`config.mk`:
```
export PLATFORM = sky130hd
export DESIGN_NAME = imem_loader
export DESIGN_NICKNAME = d
export VERILOG_FILES = /design/src/rtl/imem_loader.sv
export SDC_FILE = /design/constraint.sdc
export NUM_CORES = 1
export LEC_CHECK = 0
export CAP_MARGIN = 20
export CELL_PAD_IN_SITES_DETAIL_PLACEMENT = 2
export CELL_PAD_IN_SITES_GLOBAL_PLACEMENT = 2
export CORE_ASPECT_RATIO = 0.7
export CORE_MARGIN = 3
export CORE_UTILIZATION = 33
export CTS_CLUSTER_SIZE = 30
export DETAILED_ROUTE_END_ITERATION = 12
export GPL_TIMING_DRIVEN = 0
export PLACE_DENSITY = 0.78
export RECOVER_POWER = 50
export SYNTH_ARGS = -nofsm -noshare
export SYNTH_HDL_FRONTEND = slang
export SYNTH_SLANG_ARGS = --single-unit
```
`constraint.sdc`:
```
create_clock -name clk -period 2.7 [get_ports clk]
set_clock_uncertainty 0.15 [all_clocks]
set_input_delay 0.405 -clock clk [delete_from_list [all_inputs] [get_ports clk]]
set_output_delay 0.405 -clock clk [all_outputs]
set_load 0.02 [all_outputs]
```
`src/rtl/imem_loader.sv`:
```
// imem_loader: byte-stream loader writing 24-bit instructions to imem; optional checksum via IMEM_LOADER_CHECKSUM_EN
module imem_loader #(
  parameter int ADDR_W = 8,
  parameter int INSN_W = 24
) (
  input  logic              clk,
  input  logic              rst,
  input  logic              restart,
  input  logic              in_valid,
  input  logic [7:0]        in_data,
  output logic              in_ready,
  output logic              imem_we,
  output logic [ADDR_W-1:0] imem_addr,
  output logic [INSN_W-1:0] imem_wdata,
  output logic              cpu_hold,
  output logic              done,
  output logic              err
);
  typedef enum logic [2:0] {HDR, DATA, WR, CHK, DONE, ERR} state_t;
  state_t state, state_n;
  logic [ADDR_W:0] n_q, addr;
  logic [1:0] idx;
  logic [INSN_W-1:0] word;
  logic hdr_bad, last;
`ifdef IMEM_LOADER_CHECKSUM_EN
  logic [7:0] csum;
  localparam state_t AFTER_WR = CHK;
`else
  localparam state_t AFTER_WR = DONE;
`endif
  assign hdr_bad = in_data == 8'd0 || 32'(in_data) > (32'd1 << ADDR_W);
  assign last = addr + (ADDR_W+1)'(1) == n_q;
  assign in_ready = state == HDR || state == DATA || state == CHK;
  assign imem_we = state == WR;
  assign imem_addr = addr[ADDR_W-1:0];
  assign imem_wdata = word;
  assign cpu_hold = state != DONE;
  assign done = state == DONE;
  assign err = state == ERR;
  // state register
  always_ff @(posedge clk or posedge rst)
    if (rst) state <= HDR;
    else state <= state_n;
  // next-state decode; restart overrides everything, discarding any same-cycle byte
  always_comb begin
    state_n = state;
    if (restart) state_n = HDR;
    else
      case (state)
        HDR:  if (in_valid) state_n = hdr_bad ? ERR : DATA;
        DATA: if (in_valid && idx == 2'd2) state_n = WR;
        WR:   state_n = last ? AFTER_WR : DATA;
`ifdef IMEM_LOADER_CHECKSUM_EN
        CHK:  if (in_valid) state_n = in_data == csum ? DONE : ERR;
`endif
        default: ;
      endcase
  end
  // count, address, byte assembly and running checksum
  always_ff @(posedge clk or posedge rst)
    if (rst) begin
      n_q <= '0;
      addr <= '0;
      idx <= '0;
      word <= '0;
`ifdef IMEM_LOADER_CHECKSUM_EN
      csum <= '0;
`endif
    end else if (restart) begin
      n_q <= '0;
      addr <= '0;
      idx <= '0;
`ifdef IMEM_LOADER_CHECKSUM_EN
      csum <= '0;
`endif
    end else begin
      if (state == HDR && in_valid) begin
        n_q <= (ADDR_W+1)'(in_data);
        addr <= '0;
        idx <= '0;
`ifdef IMEM_LOADER_CHECKSUM_EN
        csum <= in_data;
`endif
      end
      if (state == DATA && in_valid) begin
        word <= {word[INSN_W-9:0], in_data};
        idx <= idx == 2'd2 ? 2'd0 : idx + 2'd1;
`ifdef IMEM_LOADER_CHECKSUM_EN
        csum <= csum ^ in_data;
`endif
      end
      if (state == WR) addr <= addr + (ADDR_W+1)'(1);
    end
endmodule

```
==> summary.md, run 1 <==
| Metric | Value |
|---|---|
| PwrDens | `713 nW/um^2` |
| Max cap viols | `0` |
| DIE AREA | `8200 um^2` |
| HPWL Detailed | `4870 um` |
| Final Hold Viols | `0` |
| Placed Area | `2970 um^2` |
| Simple-gate share of the synthesized area | `14.2%` |
| Die H | `76.7 um` |
| Drt via density | `4.98` |
| Synth area leader | `dfrtp_1` |
| Clock H-tree levels | `2` |
| Power Internal | `1.50 mW` |
| Flops & latches, synth | `46` |
| Syn Nets | `214` |
| Share of the yosys chip area belonging to registers | `48.9%` |
| Die Wd | `107 um` |
| Tot GR Track Use | `16.6%` |
| PortBufs | `48` |
| First-pass iteration count of the detailed router | `4` |
| WL per Instance | `18.3 um` |
| Synth Area in Adders | `less than 1%` |
| Leak | `~1.3 nW` |
| Relative slew slack | `32.8%` |
| Post-Route WL | `6430 um` |
| Compound-Gate Fraction of Synth Area | `between 10% and 20%` |
| Multiplexer area fraction after synthesis | `~15%` |
| N_diodes | `0` |
| Setup TNS | `0 ns` |
| Crit share post-route | `91.2%` |
| Top-count cell post-synth | `dfrtp_1` |
| WP data arrival | `1.91 ns` |
| Min cycle time layout | `2.46 ns` |
| Ports | `49` |
| Crit. End Element | `output pin` |
| Final setup fails | `0` |
| Worst-Skew Late Latency | `0.31 ns` |
| Post-synth EDFFs | `0` |
| Post-CTS sizing | `0` |
| Share of cells above drive strength 1 | `20.9%` |
| Post-CTS Setup Inserts | `0` |
| Post-Syn Instances | `approximately 200` |
| Worst hold path startpoint | `imem_wdata[22]` |
| DRT antenna net count | `0` |
| CTS Sinks | `46` |
| Sw Share | `31.6%` |
| Combinational share of power | `about a third` |
| DR DRC count | `0` |
| Setup crit start | `state[2]` |
| Initial core utilization | `34.5%` |
| Clock Tree Root | `clkbuf_8` |
| Setup crit start kind | `flip-flop` |
| Core Area | `a little under 7000 um^2` |
| Xor/xnor share of the synthesized area | `3.72%` |
| Synth top area share | `48.9%` |
| Synth Area per Inst | `11.7 um^2` |
| Area grow syn2layout | `30.4%` |
| Yosys Warn Count | `0` |
| Largest net degree at the start of global routing | `36` |
| First-pass GRT wire length | `10600 um` |
| Worst-path clk slew | `0.09 ns` |
| Dominant cells by area after synthesis | `dfrtp_1 (49%), mux2_4 (13%), a22o_1 (3.3%), o21ai_0 (2.8%), nor2_1 (2.7%)` |
| CTS tree | `built` |
| Status | `completed` |
| Switch Pwr | `691 uW` |
| Fmax | `406 MHz` |
| Gp weighted congestion | `0.793` |
| Number of library cell types mapped by synthesis | `43` |
| 1st-iter DRT viols | `40` |
| Grt ovf | `0` |
| Initial antenna violation count | `0` |
| Max Slew Vio Count | `0` |
| Power Total | `2.19 mW` |
| Peak VDD IR | `369 uV` |
| Top cells by count, synth | `dfrtp_1 (46), mux2_4 (20), nor2_1 (17)` |
| CP Data Required Time | `between 2 and 2.5 ns` |
| Row cnt | `25` |
| Reg2reg start | `state[2]` |
| Hold-fix buffers, CTS | `0` |
| Worst slew pin tran | `1.00 ns` |
| Largest family of logic cells by synthesized area | `multiplexers` |
| Post-synthesis async set-or-reset flop share | `100%` |
| Total CTS buffers | `5` |
| Sequential share of power | `43.0%` |
| Top FF cell, synth | `dfrtp_1` |
| RSZ-0062 raised after global routing | `false` |
| Critical path class | `flip-flop to output pin` |
| Hold WC Path Type | `flip-flop to flip-flop` |
| Bufs on Longest Clock Path | `2` |
| Fill cells | `730` |
| NumNets Final | `270` |
| Vias in the first global route | `just under 2000` |
| Clock power frac | `roughly a quarter` |
| Worst-path fanout max | `9` |
| Final Cell Area | `between 3000 and 4000 um^2` |
| Vias | `between 1500 and 2000` |
| Cell area after synthesis | `2350 um^2` |
## power by group through the flow
stage	registers [mW]	logic, mW	clock network (mW)
2_1_floorplan	1.10	0.244	0
3_3_place_gp	0.946	0.734	0
3_5_place_dp	0.961	0.758	0
4_1_cts	0.950	0.763	0.557
5_1_grt	0.964	0.745	0.583
6_report	0.941	0.711	0.536
## worst max-delay path: stages (launching register included)
cell	delay, ns
dfrtp_1	0.39
buf_6	0.14
nor3b_2	0.38
clkdlybuf4s50_1	0.68
## per-stage QoR
stage	hold slack (ns)	worst slack, ns	std cells	util (%)
final	0.364	0.239	352	45.0
after global routing	0.389	0.0928	352	45.0
after CTS	0.222	0.218	352	45.2
after detailed placement	0.344	0.0147	344	43.6
after global placement	0.344	0.0691	343	43.3
after floorplan	0.321	0.689	201	-
## state kept, by name (all words and copies together) (netlist names)
signal	count
state	3
n_q	8
addr	9
idx	2
imem_wdata	24
## cell families after synthesis
kind of cell,after synthesis
flip-flops,46
AO/OA/AOI/OAI,39
AND/OR/NAND/NOR,59
multiplexers,24
buffers and inverters,22
adder cells (fa/ha/maj),1
XOR/XNOR,10
## layout make-up
class | count | area (um^2) | area share, %
Tap cell | 94 | 118 | 3.83
Sequential cell | 46 | 1150 | 37.5
Buffer | 17 | 138 | 4.48
Clock inverter | 3 | 43.8 | 1.43
Inverter | 5 | 18.8 | 0.611
Timing Repair Buffer | 49 | 485 | 15.8
Clock buffer | 5 | 68.8 | 2.24
Multi-Input combinational cell | 133 | 1050 | 34.1
## path summary, 6_finish.rpt
kind                            depth (start not counted)  slack, ns        endpoint
worst max register to register                          4       0.50          n_q[7]
worst min register to register                          1       0.36  imem_wdata[22]
min in group asynchronous                               2       0.41         addr[7]
worst max-delay path                                    3       0.24         imem_we
max in group asynchronous                               3       0.73   imem_wdata[6]
worst min-delay path                                    1       0.36  imem_wdata[22]
## cell usage in the layout (no fill, tap or decap), types with 5 or more instances in the layout
| cell | n |
|---|---|
| clkbuf_8 | 5 |
| nor3_1 | 7 |
| nor2_1 | 17 |
| nand3_1 | 5 |
| a21oi_1 | 5 |
| nand2_1 | 6 |
| buf_4 | 8 |
| inv_1 | 5 |
| a22o_1 | 9 |
| mux2_4 | 20 |
| dlygate4sd3_1 | 19 |
| o21ai_0 | 13 |
| clkdlybuf4s50_1 | 29 |
| dfrtp_1 | 46 |
| xnor2_1 | 7 |
## per-layer routing
layer,part of all wire (%),GRT usage [%],vias to the layer above
met3,2.8,3.36,4
met5,0,0,-
met1,49,23.1,895
met4,0.93,4.21,0
li1,-,-,821
met2,48,26.5,32
Note: power is estimated with default switching activity, not from simulation.
==> run 2, diff against run 1 <==
--- a/config.mk
+++ b/config.mk
@@ -5,7 +5,6 @@
 export SDC_FILE = /design/constraint.sdc
 export NUM_CORES = 1
 export LEC_CHECK = 0
-export CAP_MARGIN = 20
 export CELL_PAD_IN_SITES_DETAIL_PLACEMENT = 2
 export CELL_PAD_IN_SITES_GLOBAL_PLACEMENT = 2
 export CORE_ASPECT_RATIO = 0.7
==> results of run 2 <==
Final layout, timing and power as in run 1 (identical DEF).
==> run 3, diff against run 2 <==
==> constraint.sdc (replaced) <==
create_clock -name clk -period 2.7 [get_ports clk]
set_clock_uncertainty 0.15 [all_clocks]
set_input_delay 0.405 -clock clk [delete_from_list [all_inputs] [get_ports clk]]
set_output_delay 0.405 -clock clk [all_outputs]
set_load 0.1 [all_outputs]
==> summary.md, run 3 (same netlist as run 1, synthesis figures left out) <==
| Metric | Value |
|---|---|
| Status | `completed` |
| Core Area | `6820 um^2 (unchanged)` |
| Min cycle time layout | `2.62 ns (+0.159 ns)` |
| Crit-path cells | `dlygate4sd3_1 > or3b_1 > or2_0 > nor2_8 > clkbuf_4 > mux2_1` |
| Initial core utilization | `34.5% (unchanged)` |
| CP peak stage delay | `0.64 ns (-0.04 ns)` |
| CTS tree | `built` |
| Crit path buf inv count | `2 (unchanged)` |
| Worst R2R Setup Slack | `0.29 ns (-0.21 ns)` |
| Setup TNS | `0 ns (unchanged)` |
| DIE AREA | `8200 um^2 (unchanged)` |
| PwrDens | `1000 nW/um^2 (+40%)` |
| Most Crowded Layer GR | `met2` |
| Area taken by multi-input logic gates | `1040 um^2 (-0.72%)` |
| PortBufs | `48 (unchanged)` |
| Worst-path clk slew | `0.10 ns (about the same)` |
| Clock Tree Root | `clkbuf_8` |
| Total CTS buffers | `5 (unchanged)` |
| Worst-Skew Late Latency | `0.31 ns (about the same)` |
| Max cap viols | `0 (unchanged)` |
| Setup crit start kind | `input port` |
| CP Data Required Time | `2.76 ns (+0.62 ns)` |
| Max reg flops | `24 (unchanged)` |
| NumNets Final | `270 (unchanged)` |
| WP data arrival | `2.68 ns (+0.77 ns)` |
| Final setup fails | `0 (unchanged)` |
| First-pass GRT wire length | `11000 um (+4.0%)` |
| Grt ovf | `0 (unchanged)` |
| DR DRC count | `0 (unchanged)` |
| Most common cell after layout, fill and taps aside | `dfrtp_1` |
| Hold-fix buffers, CTS | `0 (unchanged)` |
| Leak | `1.34 nW (-0.27%)` |
| Worst-path fanout max | `10 (+1)` |
| Peak VDD IR | `604 uV (+64%)` |
| Crit share post-route | `97.1% (+5.9 points)` |
| Post-Route WL | `6530 um (+1.6%)` |
| CP delay by family, top | `simple AND/OR/NAND/NOR gates` |
| Area grow syn2layout | `29.2%` |
| Bufs on Longest Clock Path | `2 (unchanged)` |
| Die Wd | `107 um (unchanged)` |
| Placed Area | `2980 um^2 (+0.29%)` |
| Share of cells above drive strength 1 | `20.9% (unchanged)` |
| Critical-path top delay cell | `dlygate4sd3_1` |
| HPWL Detailed | `4940 um (+1.5%)` |
| DRT antenna net count | `0 (unchanged)` |
| Vias | `1794 (+2.4%)` |
| Met3 usage | `3.53% (+0.17 points)` |
| Relative slew slack | `33.0% (+0.12 points)` |
| Initial antenna violation count | `0 (unchanged)` |
| Tot GR Track Use | `17.4% (+0.79 points)` |
| Ports | `49 (unchanged)` |
| Final Cell Area | `3040 um^2 (-0.94%)` |
| Final Hold Viols | `0 (unchanged)` |
| Drt via density | `5.10 (+2.4%)` |
| Met1 GRT Util | `24.7% (+1.6 points)` |
| Max Slew Vio Count | `0 (unchanged)` |
| Clock H-tree levels | `2 (unchanged)` |
| Largest net degree at the start of global routing | `39 (+8.3%)` |
| Worst slew pin tran | `1.01 ns (+0.00596 ns)` |
| Die H | `76.7 um (unchanged)` |
| Hold WC Path Type | `flip-flop to flip-flop` |
| Fmax | `382 MHz (-6.1%)` |
| CTS Sinks | `46 (unchanged)` |
| Gp weighted congestion | `0.750 (-5.4%)` |
| 1st-iter DRT viols | `56 (+40%)` |
| Fill cells | `730 (unchanged)` |
| Most frequent cells in the layout | `dfrtp_1 (46), clkdlybuf4s50_1 (39), mux2_4 (18)` |
| Row cnt | `25 (unchanged)` |
| RSZ-0062 raised after global routing | `false` |
| N_diodes | `0 (unchanged)` |
| First-pass iteration count of the detailed router | `4 (unchanged)` |
| Vias in the first global route | `1951 (+0.21%)` |
| Register area | `1150 um^2 (unchanged)` |
| Critical path class | `input port to flip-flop` |
| Crit. End Element | `flip-flop` |
| Met2 usage | `26.7% (+0.19 points)` |
| WL per Instance | `18.6 um (+1.6%)` |
run 3: worst register-to-register path, delay by kind of cell, from the launching register on:
| kind | cells | cell delay, ns |
|---|---|---|
| simple gates | 3 | 0.97 |
| flops | 1 | 0.36 |
| mux | 1 | 0.36 |
| buf+inv | 2 | 0.47 |
run 3: report_power, final:
group	total, mW	internal (mW)	switching (mW)
combinational	1.57	0.408	1.16
sequential	0.943	0.831	0.112
clock	0.537	0.276	0.261
run 3: worst paths after layout:
| path | startpoint | end | cells past startpoint |
|---|---|---|---|
| max | in_valid | imem_wdata[3] | 6 |
| min | imem_wdata[16] | imem_wdata[16] | 1 |
| max in group asynchronous | rst | imem_wdata[0] | 3 |
| max reg2reg | state[1] | imem_wdata[3] | 6 |
| min in group asynchronous | rst | addr[0] | 2 |
| min reg2reg | imem_wdata[16] | imem_wdata[16] | 1 |
run 3: area by class of cell:
class                      count  area share (%)
clock buffer                   5            2.26
clock inverter                 3            1.48
multi-input combinational    133            34.2
sequential                    46            37.9
timing repair buffer          49            15.9
inverter                       5           0.741
buffer                        17            3.70
tap                           94            3.87
run 3: per-stage QoR:
step                      cells  hold WS (ns)  setup WS [ns]  power [mW]  util [%]
final                       352         0.347         0.0794        3.04      44.6
after global routing        352         0.394         0.0103        3.16      44.6
after CTS                   352         0.195         0.0104        3.09      45.3
after detailed placement    344         0.351         0.0112        2.55      43.7
after global placement      343         0.344         0.0174        2.51      43.4
after floorplan             201         0.321         0.0379        2.17         -
run 3: routing by layer:
| metal | wire length [um] | up-vias |
|---|---|---|
| met5 | 0 | - |
| met4 | 83 | 0 |
| met3 | 292 | 8 |
| met2 | 3090 | 41 |
| met1 | 3070 | 920 |
| li1 | - | 825 |
run 3: timing repair:
action                                  CTS  global route
endpoints found under the setup margin    5             4
resized for setup                         7             5
setup buffers                             0             0
